[src/rtl/imm_pkg.sv]
// Shared types for the immediate generator: format codes, output buffer states
// and the RV32 instruction width.
package imm_pkg;

    localparam int INSTR_WIDTH = 32;

    typedef enum logic [2:0] {
        IMM_I     = 3'b000,
        IMM_B     = 3'b001,
        IMM_S     = 3'b010,
        IMM_U     = 3'b011,
        IMM_J     = 3'b100,
        IMM_SHAMT = 3'b101
    } imm_src_t;

    typedef enum logic [1:0] {
        BUF_EMPTY = 2'b00,
        BUF_ONE   = 2'b01,
        BUF_FULL  = 2'b10
    } buf_state_t;

endpackage

[src/rtl/imm_decode.sv]
// Combinational RV32 immediate decoder. Codes outside the six known formats
// give a zero immediate and raise illegal.
module imm_decode
    import imm_pkg::*;
#(
    parameter int DATA_WIDTH = 32
) (
    input  logic [INSTR_WIDTH-1:0] instr,
    input  logic [2:0]             imm_src,
    output logic [DATA_WIDTH-1:0]  imm,
    output logic                   illegal
);

    logic [31:0] imm32;
    logic        unused_opcode;

    // Opcode bits never contribute to an immediate.
    assign unused_opcode = ^instr[6:0];

    always_comb begin
        imm32   = '0;
        illegal = 1'b0;
        case (imm_src_t'(imm_src))
            IMM_I:     imm32 = {{20{instr[31]}}, instr[31:20]};
            IMM_B:     imm32 = {{20{instr[31]}}, instr[7], instr[30:25], instr[11:8], 1'b0};
            IMM_S:     imm32 = {{20{instr[31]}}, instr[31:25], instr[11:7]};
            IMM_U:     imm32 = {instr[31:12], 12'b0};
            IMM_J:     imm32 = {{12{instr[31]}}, instr[19:12], instr[20], instr[30:21], 1'b0};
            IMM_SHAMT: imm32 = {27'b0, instr[24:20]};
            default:   illegal = 1'b1;
        endcase
    end

    // Bit 31 of the 32-bit form is already the correct fill bit for every
    // format (zero for SHAMT and illegal codes), so widening is uniform.
    always_comb begin
        imm        = {DATA_WIDTH{imm32[31]}};
        imm[31:0]  = imm32;
    end

endmodule

[src/rtl/imm_gen_pipe.sv]
// Immediate generator with a registered 2-entry skid buffer on the output so
// in_ready never depends combinationally on out_ready.
module imm_gen_pipe
    import imm_pkg::*;
#(
    parameter int DATA_WIDTH = 32,
    parameter int TAG_WIDTH  = 5
) (
    input  logic                   clk,
    input  logic                   rst_n,
    input  logic                   flush,
    input  logic                   in_valid,
    output logic                   in_ready,
    input  logic [INSTR_WIDTH-1:0] in_instr,
    input  logic [2:0]             in_imm_src,
    input  logic [TAG_WIDTH-1:0]   in_tag,
    output logic                   out_valid,
    input  logic                   out_ready,
    output logic [DATA_WIDTH-1:0]  out_imm,
    output logic [TAG_WIDTH-1:0]   out_tag,
    output logic                   out_illegal
);

    logic [DATA_WIDTH-1:0] dec_imm;
    logic                  dec_illegal;

    buf_state_t            state_q, state_d;
    logic                  in_ready_q, in_ready_d;
    logic [DATA_WIDTH-1:0] main_imm_q, main_imm_d, skid_imm_q, skid_imm_d;
    logic [TAG_WIDTH-1:0]  main_tag_q, main_tag_d, skid_tag_q, skid_tag_d;
    logic                  main_ill_q, main_ill_d, skid_ill_q, skid_ill_d;
    logic                  in_fire, out_fire;

    imm_decode #(.DATA_WIDTH(DATA_WIDTH)) u_decode (
        .instr   (in_instr),
        .imm_src (in_imm_src),
        .imm     (dec_imm),
        .illegal (dec_illegal)
    );

    assign out_valid   = (state_q != BUF_EMPTY);
    assign in_ready    = in_ready_q;
    assign out_imm     = main_imm_q;
    assign out_tag     = main_tag_q;
    assign out_illegal = main_ill_q;
    assign in_fire     = in_valid & in_ready_q;
    assign out_fire    = out_valid & out_ready;

    always_comb begin
        state_d    = state_q;
        main_imm_d = main_imm_q;
        main_tag_d = main_tag_q;
        main_ill_d = main_ill_q;
        skid_imm_d = skid_imm_q;
        skid_tag_d = skid_tag_q;
        skid_ill_d = skid_ill_q;
        if (flush) begin
            state_d = BUF_EMPTY;
        end else begin
            case (state_q)
                BUF_EMPTY: if (in_fire) begin
                    main_imm_d = dec_imm;
                    main_tag_d = in_tag;
                    main_ill_d = dec_illegal;
                    state_d    = BUF_ONE;
                end
                BUF_ONE: case ({in_fire, out_fire})
                    2'b10: begin
                        skid_imm_d = dec_imm;
                        skid_tag_d = in_tag;
                        skid_ill_d = dec_illegal;
                        state_d    = BUF_FULL;
                    end
                    2'b01: state_d = BUF_EMPTY;
                    2'b11: begin
                        main_imm_d = dec_imm;
                        main_tag_d = in_tag;
                        main_ill_d = dec_illegal;
                    end
                    default: ;
                endcase
                // in_ready is low while full, so only the drain can happen here.
                BUF_FULL: if (out_fire) begin
                    main_imm_d = skid_imm_q;
                    main_tag_d = skid_tag_q;
                    main_ill_d = skid_ill_q;
                    state_d    = BUF_ONE;
                end
                default: state_d = BUF_EMPTY;
            endcase
        end
        in_ready_d = (state_d != BUF_FULL);
    end

    always_ff @(posedge clk or negedge rst_n) begin
        if (!rst_n) begin
            state_q    <= BUF_EMPTY;
            in_ready_q <= 1'b1;
            main_imm_q <= '0;
            main_tag_q <= '0;
            main_ill_q <= 1'b0;
            skid_imm_q <= '0;
            skid_tag_q <= '0;
            skid_ill_q <= 1'b0;
        end else begin
            state_q    <= state_d;
            in_ready_q <= in_ready_d;
            main_imm_q <= main_imm_d;
            main_tag_q <= main_tag_d;
            main_ill_q <= main_ill_d;
            skid_imm_q <= skid_imm_d;
            skid_tag_q <= skid_tag_d;
            skid_ill_q <= skid_ill_d;
        end
    end

endmodule

[config.mk]
export PLATFORM = sky130hd
export DESIGN_NAME = imm_gen_pipe
export DESIGN_NICKNAME = d
export VERILOG_FILES = /design/src/rtl/imm_pkg.sv /design/src/rtl/imm_decode.sv /design/src/rtl/imm_gen_pipe.sv
export SDC_FILE = /design/constraint.sdc
export NUM_CORES = 1
export LEC_CHECK = 0
export BUFFER_PORTS_ARGS = -buffer_cell sky130_fd_sc_hd__clkbuf_2
export CAP_MARGIN = 40
export CORE_MARGIN = 10
export CORE_UTILIZATION = 45
export CTS_BUF_LIST = sky130_fd_sc_hd__clkbuf_4 sky130_fd_sc_hd__clkbuf_8
export CTS_CLUSTER_SIZE = 14
export DETAILED_ROUTE_END_ITERATION = 6
export GPL_ROUTABILITY_DRIVEN = 0
export PLACE_DENSITY = 0.72
export SLEW_MARGIN = 5
export SYNTH_ARGS = -nofsm -noshare
export SYNTH_HDL_FRONTEND = slang
export SYNTH_SLANG_ARGS = --single-unit
[constraint.sdc]
create_clock -name clk -period 2.45 [get_ports clk]
set_input_delay 0.1225 -clock clk [delete_from_list [all_inputs] [get_ports clk]]
set_output_delay 0.1225 -clock clk [all_outputs]
set_load 0.02 [all_outputs]
[Word level (Yosys, flattened, before mapping)]
Cells that the tools add are included.
Word-level totals
  bits of input ports: 45
  bits in registers: 79
  output and inout port bits: 40
Cells by class
  reduce and logical (&&, ||, !) cells: 7
  mux-type cells: 19
  equality and inequality tests: 14
  bitwise operators: 3
Operators by type and width (number)
  32-bit one-hot mux with 6 select lines: 1
  32-bit two-way mux: 3
  32-bit one-hot mux with 3 select lines: 1
  5-bit two-way mux: 3
  5-bit one-hot mux with 3 select lines: 1
  2-bit equality test, second input constant: 3
  3-bit by 2-bit equality test with 1-bit output, second input constant: 2
  3-bit equality test, second input constant: 2
  2-bit two-way mux: 3
  2-bit inequality test, second input constant: 3
  2-bit one-hot mux with 3 select lines: 1
  6-bit OR reduction: 1
  5-bit AND reduction: 1
  2-bit by 1-bit equality test with 1-bit output, second input constant: 2
  1-bit two-way mux: 4
  2-bit one-hot mux with 2 select lines: 1
  3-bit by 1-bit equality test with 1-bit output, second input constant: 1
  3-bit logical NOT: 1
  1-bit one-hot mux with 3 select lines: 1
  3-bit AND reduction: 1
  3-bit nonzero test: 1
  1-bit AND: 2
  2-bit logical NOT: 1
  2-bit by 1-bit inequality test with 1-bit output, second input constant: 1
  2 further kinds: 2

[Longest topological paths before layout]
  word-level depth: 7
  mapped depth: 7
  mapped depth without buffers: 4

[Cells and area by module]
Synthesis repeated with hierarchy kept, for this count alone.
Second synthesis, totals
  cell total of the unflattened synthesis: 314
  area total of the unflattened synthesis: 4101.4 sq um
By module, submodules not included
  imm_gen_pipe: cells an instance 225, times used 1, area each 3593.4 sq um
  imm_decode: cells an instance 89, times used 1, area each 508.0 sq um

[Least setup slack after synthesis]
Ideal clock, no wire load.
  kind: register to register
  start: register in_ready_q (netlist: in_ready)
  end: register skid_tag_q[0]
  cell stages (with the launch flop): 6
  period minus slack after synthesis: 1.691 ns
  data arrival time: 1.566 ns
  setup slack: 0.759 ns
  cells stage by stage: dfstp_2 -> nand4b_1 -> or3_1 -> buf_6 -> buf_8 -> mux2_4
Between the ends
  longest elaborated chain between the ends: 3
Ends and longest elaborated chain
  from (decl): line imm_gen_pipe.sv:28  | logic in_ready_q, in_ready_d;
  from (signal assigned): line imm_gen_pipe.sv:107  | in_ready_q <= in_ready_d;
  1-bit AND: line imm_gen_pipe.sv:46  | assign in_fire = in_valid & in_ready_q;
  2-bit equality test: line imm_gen_pipe.sv:67  | BUF_ONE: case ({in_fire, out_fire})
  3-bit AND reduction (no source line)
  to (signal assigned): line imm_gen_pipe.sv:112  | skid_tag_q <= skid_tag_d;
  to (decl): line imm_gen_pipe.sv:30  | logic [TAG_WIDTH-1:0] main_tag_q, main_tag_d, skid_tag_q, skid_tag_d;
Every way passes these cells.
A chain may end at the register's enable or synchronous reset.

[Final worst setup path]
  start: register in_ready_q (netlist: in_ready)
  end: register skid_imm_q[3]
Between the ends
  longest elaborated chain between the ends: 3
Ends and longest elaborated chain
  1-bit AND: line imm_gen_pipe.sv:46
  2-bit equality test: line imm_gen_pipe.sv:67
  3-bit AND reduction (no source line)
  to (signal assigned): line imm_gen_pipe.sv:111  | skid_imm_q <= skid_imm_d;
  to (decl): line imm_gen_pipe.sv:29  | logic [DATA_WIDTH-1:0] main_imm_q, main_imm_d, skid_imm_q, skid_imm_d;
Every way passes these cells.

==> results.py <==
metrics = {
    "yosys": {
        "synth_seq_cells": 79,
        "synth_cell_types": 43,
        "synth_ff_type": "dfrtp_1",
        "avgSynthCellArea_um2": 9.062,
        "post-synth-top-count-cell": "dfrtp_1",
        "netlist_top_cells_area": "dfrtp_1 (51%), o21ai_0 (8.6%), nand2_1 (6.3%)",
        "yosys_warnings": 0,
        "yosysTopAreaCellShare": 0.5080,
        "synth_cells": 424,
        "synth_edf_count": 0,
        "ys_top_cells_by_count": "dfrtp_1 (78), o21ai_0 (66), nand2_1 (64)",
        "netlist_area_um2": 3842,
        "async_flop_share": 1.000,
        "synth_top_area_cell": "dfrtp_1",
        "synth_nets": 469,
        "synth_seq_area_share": 0.5148,
    },
    "grt": {
        "overflow": 0,
        "grt_max_degree": 57,
        "first_global_vias": 3272,
        "track_usage": 0.1522,
        "antenna_found_initial": 0,
        "grt_pass1_wl_mm": 16.01,
    },
    "floorplan": {
        "initial_core_util": 0.4653,
        "fp.dieH_um": 112.4,
        "rows": 33,
        "core_um2": 8258,
        "ios": 85,
        "die_w_um": 112.4,
        "dieArea_um2": 12630,
    },
    "sta": {
        "finalCritPeriodShare": 0.8341,
        "hold_viol": 0,
        "fin_crit_ns": 2.044,
        "fin_skew_ns": 0.006767,
        "report.final.slew_viol_count": 0,
        "tns_ns": 0,
        "rsz0062_at_grt": "no",
        "setup_viol": 0,
        "timing.hold.ws_ns": 0.01986,
        "fmaxAchievable_mhz": 489.3,
        "worst_pin_slew_ns": 0.7010,
        "max-slew-margin-rel": 0.5327,
    },
    "route": {
        "wl_mm": 9.780,
        "vias": 3257,
        "ant_nets": 0,
        "drt_first_iter_violations": 164,
        "drcViolationCount": 0,
        "avgViaCountPerCell": 5.446,
        "dr.pass1.iters": 5,
        "post_drt_wl_per_cell_um": 16.35,
    },
    "setup_path": {
        "r2r_cells": 4,
        "cp.required_ns": 2.69,
        "worstSetupEndpoint": "skid_imm_q[3]",
        "r2r-end": "skid_imm_q[3]",
        "crit_fanout": 38,
        "crit_type": "flip-flop to flip-flop",
        "regToRegSetupSlack_ns": 0.41,
        "timing.rr.start": "in_ready",
        "critPathArrivalTime_ns": 2.29,
        "worst_setup_path_end_kind": "flip-flop",
        "cp-start-kind": "flip-flop",
        "critPathLaunch": "in_ready",
    },
    "clock_network": {
        "worstSkewPairLatency_ns": 0.35,
        "clk_pin_slew_ns": 0.09,
        "cts_buffers": 9,
        "post_cts_buffers": 0,
        "clock-sinks": 79,
        "htreeDepth": 3,
        "cts_resized": 0,
        "postCtsHoldBufs": 3,
        "cts_root_buffer": "clkbuf_8",
        "clock_path_buffers": 2,
        "cts_tree": "built",
    },
    "final_layout": {
        "multiInputGateArea_um2": 1680,
        "fill_cells": 765,
        "diodes": 0,
        "regArea_um2": 1978,
        "area_delta_synth_final_pct": 18.63,
        "nNetsFinal": 533,
        "fin_area_um2": 4558,
        "drive_gt1_frac": 0.2373,
    },
    "placement": {
        "dpl.hpwl_mm": 6.758,
        "portBuffers": 77,
        "placed_area_um2": 4300,
    },
    "power_and_ir_drop": {
        "powerDensity_nw_per_um2": 791.9,
        "leakage_nw": 2.245,
        "peakVddDrop_uv": 329.7,
    },
    "hold_path": {
        "hp-class": "primary input to flip-flop",
    },
    "flow_run": {
        "drv_cap": 0,
    },
    "status": {
        "outcome": "finished clean",
    },
}
==> metrics by stage <==
stage | total power [W] | setup WS [ns] | std cells | utilization
floorplan | 0.002229 | 0.7590 | 424 | -
global placement | 0.002503 | 0.4574 | 578 | 0.5174
detailed placement | 0.002546 | 0.4008 | 579 | 0.5208
CTS | 0.003659 | 0.3792 | 598 | 0.5520
global route | 0.003833 | 0.2948 | 598 | 0.5520
finish | 0.003609 | 0.4064 | 598 | 0.5520
==> worst min path at each step <==
stage,depth (start not counted),end,slack (ns),start
2_1_floorplan,0,out_illegal,-0.17,rst_n
3_3_place_gp,2,state_q[0],0.34,flush
3_5_place_dp,1,state_q[0],0.05,rst_n
4_1_cts,3,out_tag[3],0.004,in_tag[3]
5_1_grt,2,skid_tag_q[3],0.007,in_tag[3]
6_report,3,out_tag[3],0.02,in_tag[3]
==> report_power, final <==
group | internal [W] | total [W] | switching (W)
registers | 0.00157 | 0.00171 | 0.000146
clock network | 0.000586 | 0.00110 | 0.000514
logic | 0.000318 | 0.000794 | 0.000475
total | 0.00247 | 0.00361 | 0.00114
==> sequential cells by signal (all words and copies together) (netlist names) <==
name and cells:
skid_tag_q 5, state_q 2, out_illegal 1, skid_ill_q 1, in_ready 1, out_tag 5
out_imm 32, skid_imm_q 32
==> worst max-delay path, cell delays in order (launching register included) <==
cell	delay (ns)
dfstp_2	0.56
nand4b_1	0.12
or3_2	0.76
buf_12	0.30
a21o_1	0.18
==> routing by layer <==
metal	GRT usage	routed length, um
met4	0.04230	82
met2	0.2557	4970
met3	0.05378	659
met1	0.1800	4068
met5	0	0
==> layout by cell type (no fill, tap or decap), types with 2 or more instances in the layout <==
cell type,count
dfrtp_1,78
a21oi_1,32
dlygate4sd3_1,3
buf_4,9
clkbuf_8,9
a211oi_1,2
nand2_1,64
o21ai_0,66
nor2_1,30
clkbuf_2,76
nand3_1,10
nor4bb_1,2
a31oi_1,23
inv_1,4
bufinv_16,2
inv_6,2
nor3b_1,6
mux2_2,2
and3_1,4
a22o_1,8
o21ai_1,2
mux2_4,4
clkinv_4,3
a21o_1,14
nand4_1,8
nor2b_1,8
nand2b_1,2
==> kinds of logic after synthesis <==
group | count (synthesis) | share of synthesized area
compound gates | 152 | 0.2279
buf+inv | 41 | 0.05210
mux | 6 | 0.02149
flops | 79 | 0.5148
fa+ha+maj | 1 | 0.002930
xor+xnor | 1 | 0.002280
simple gates | 144 | 0.1784
==> area by class of cell <==
class                      instances  area share
clock buffer                       9     0.02718
timing repair buffer              90      0.1153
sequential                        79      0.4340
tap                              105     0.02882
multi-input combinational        304      0.3687
inverter                           4    0.003294
clock inverter                     7     0.02278
Power figures use the tool's default switching activity.
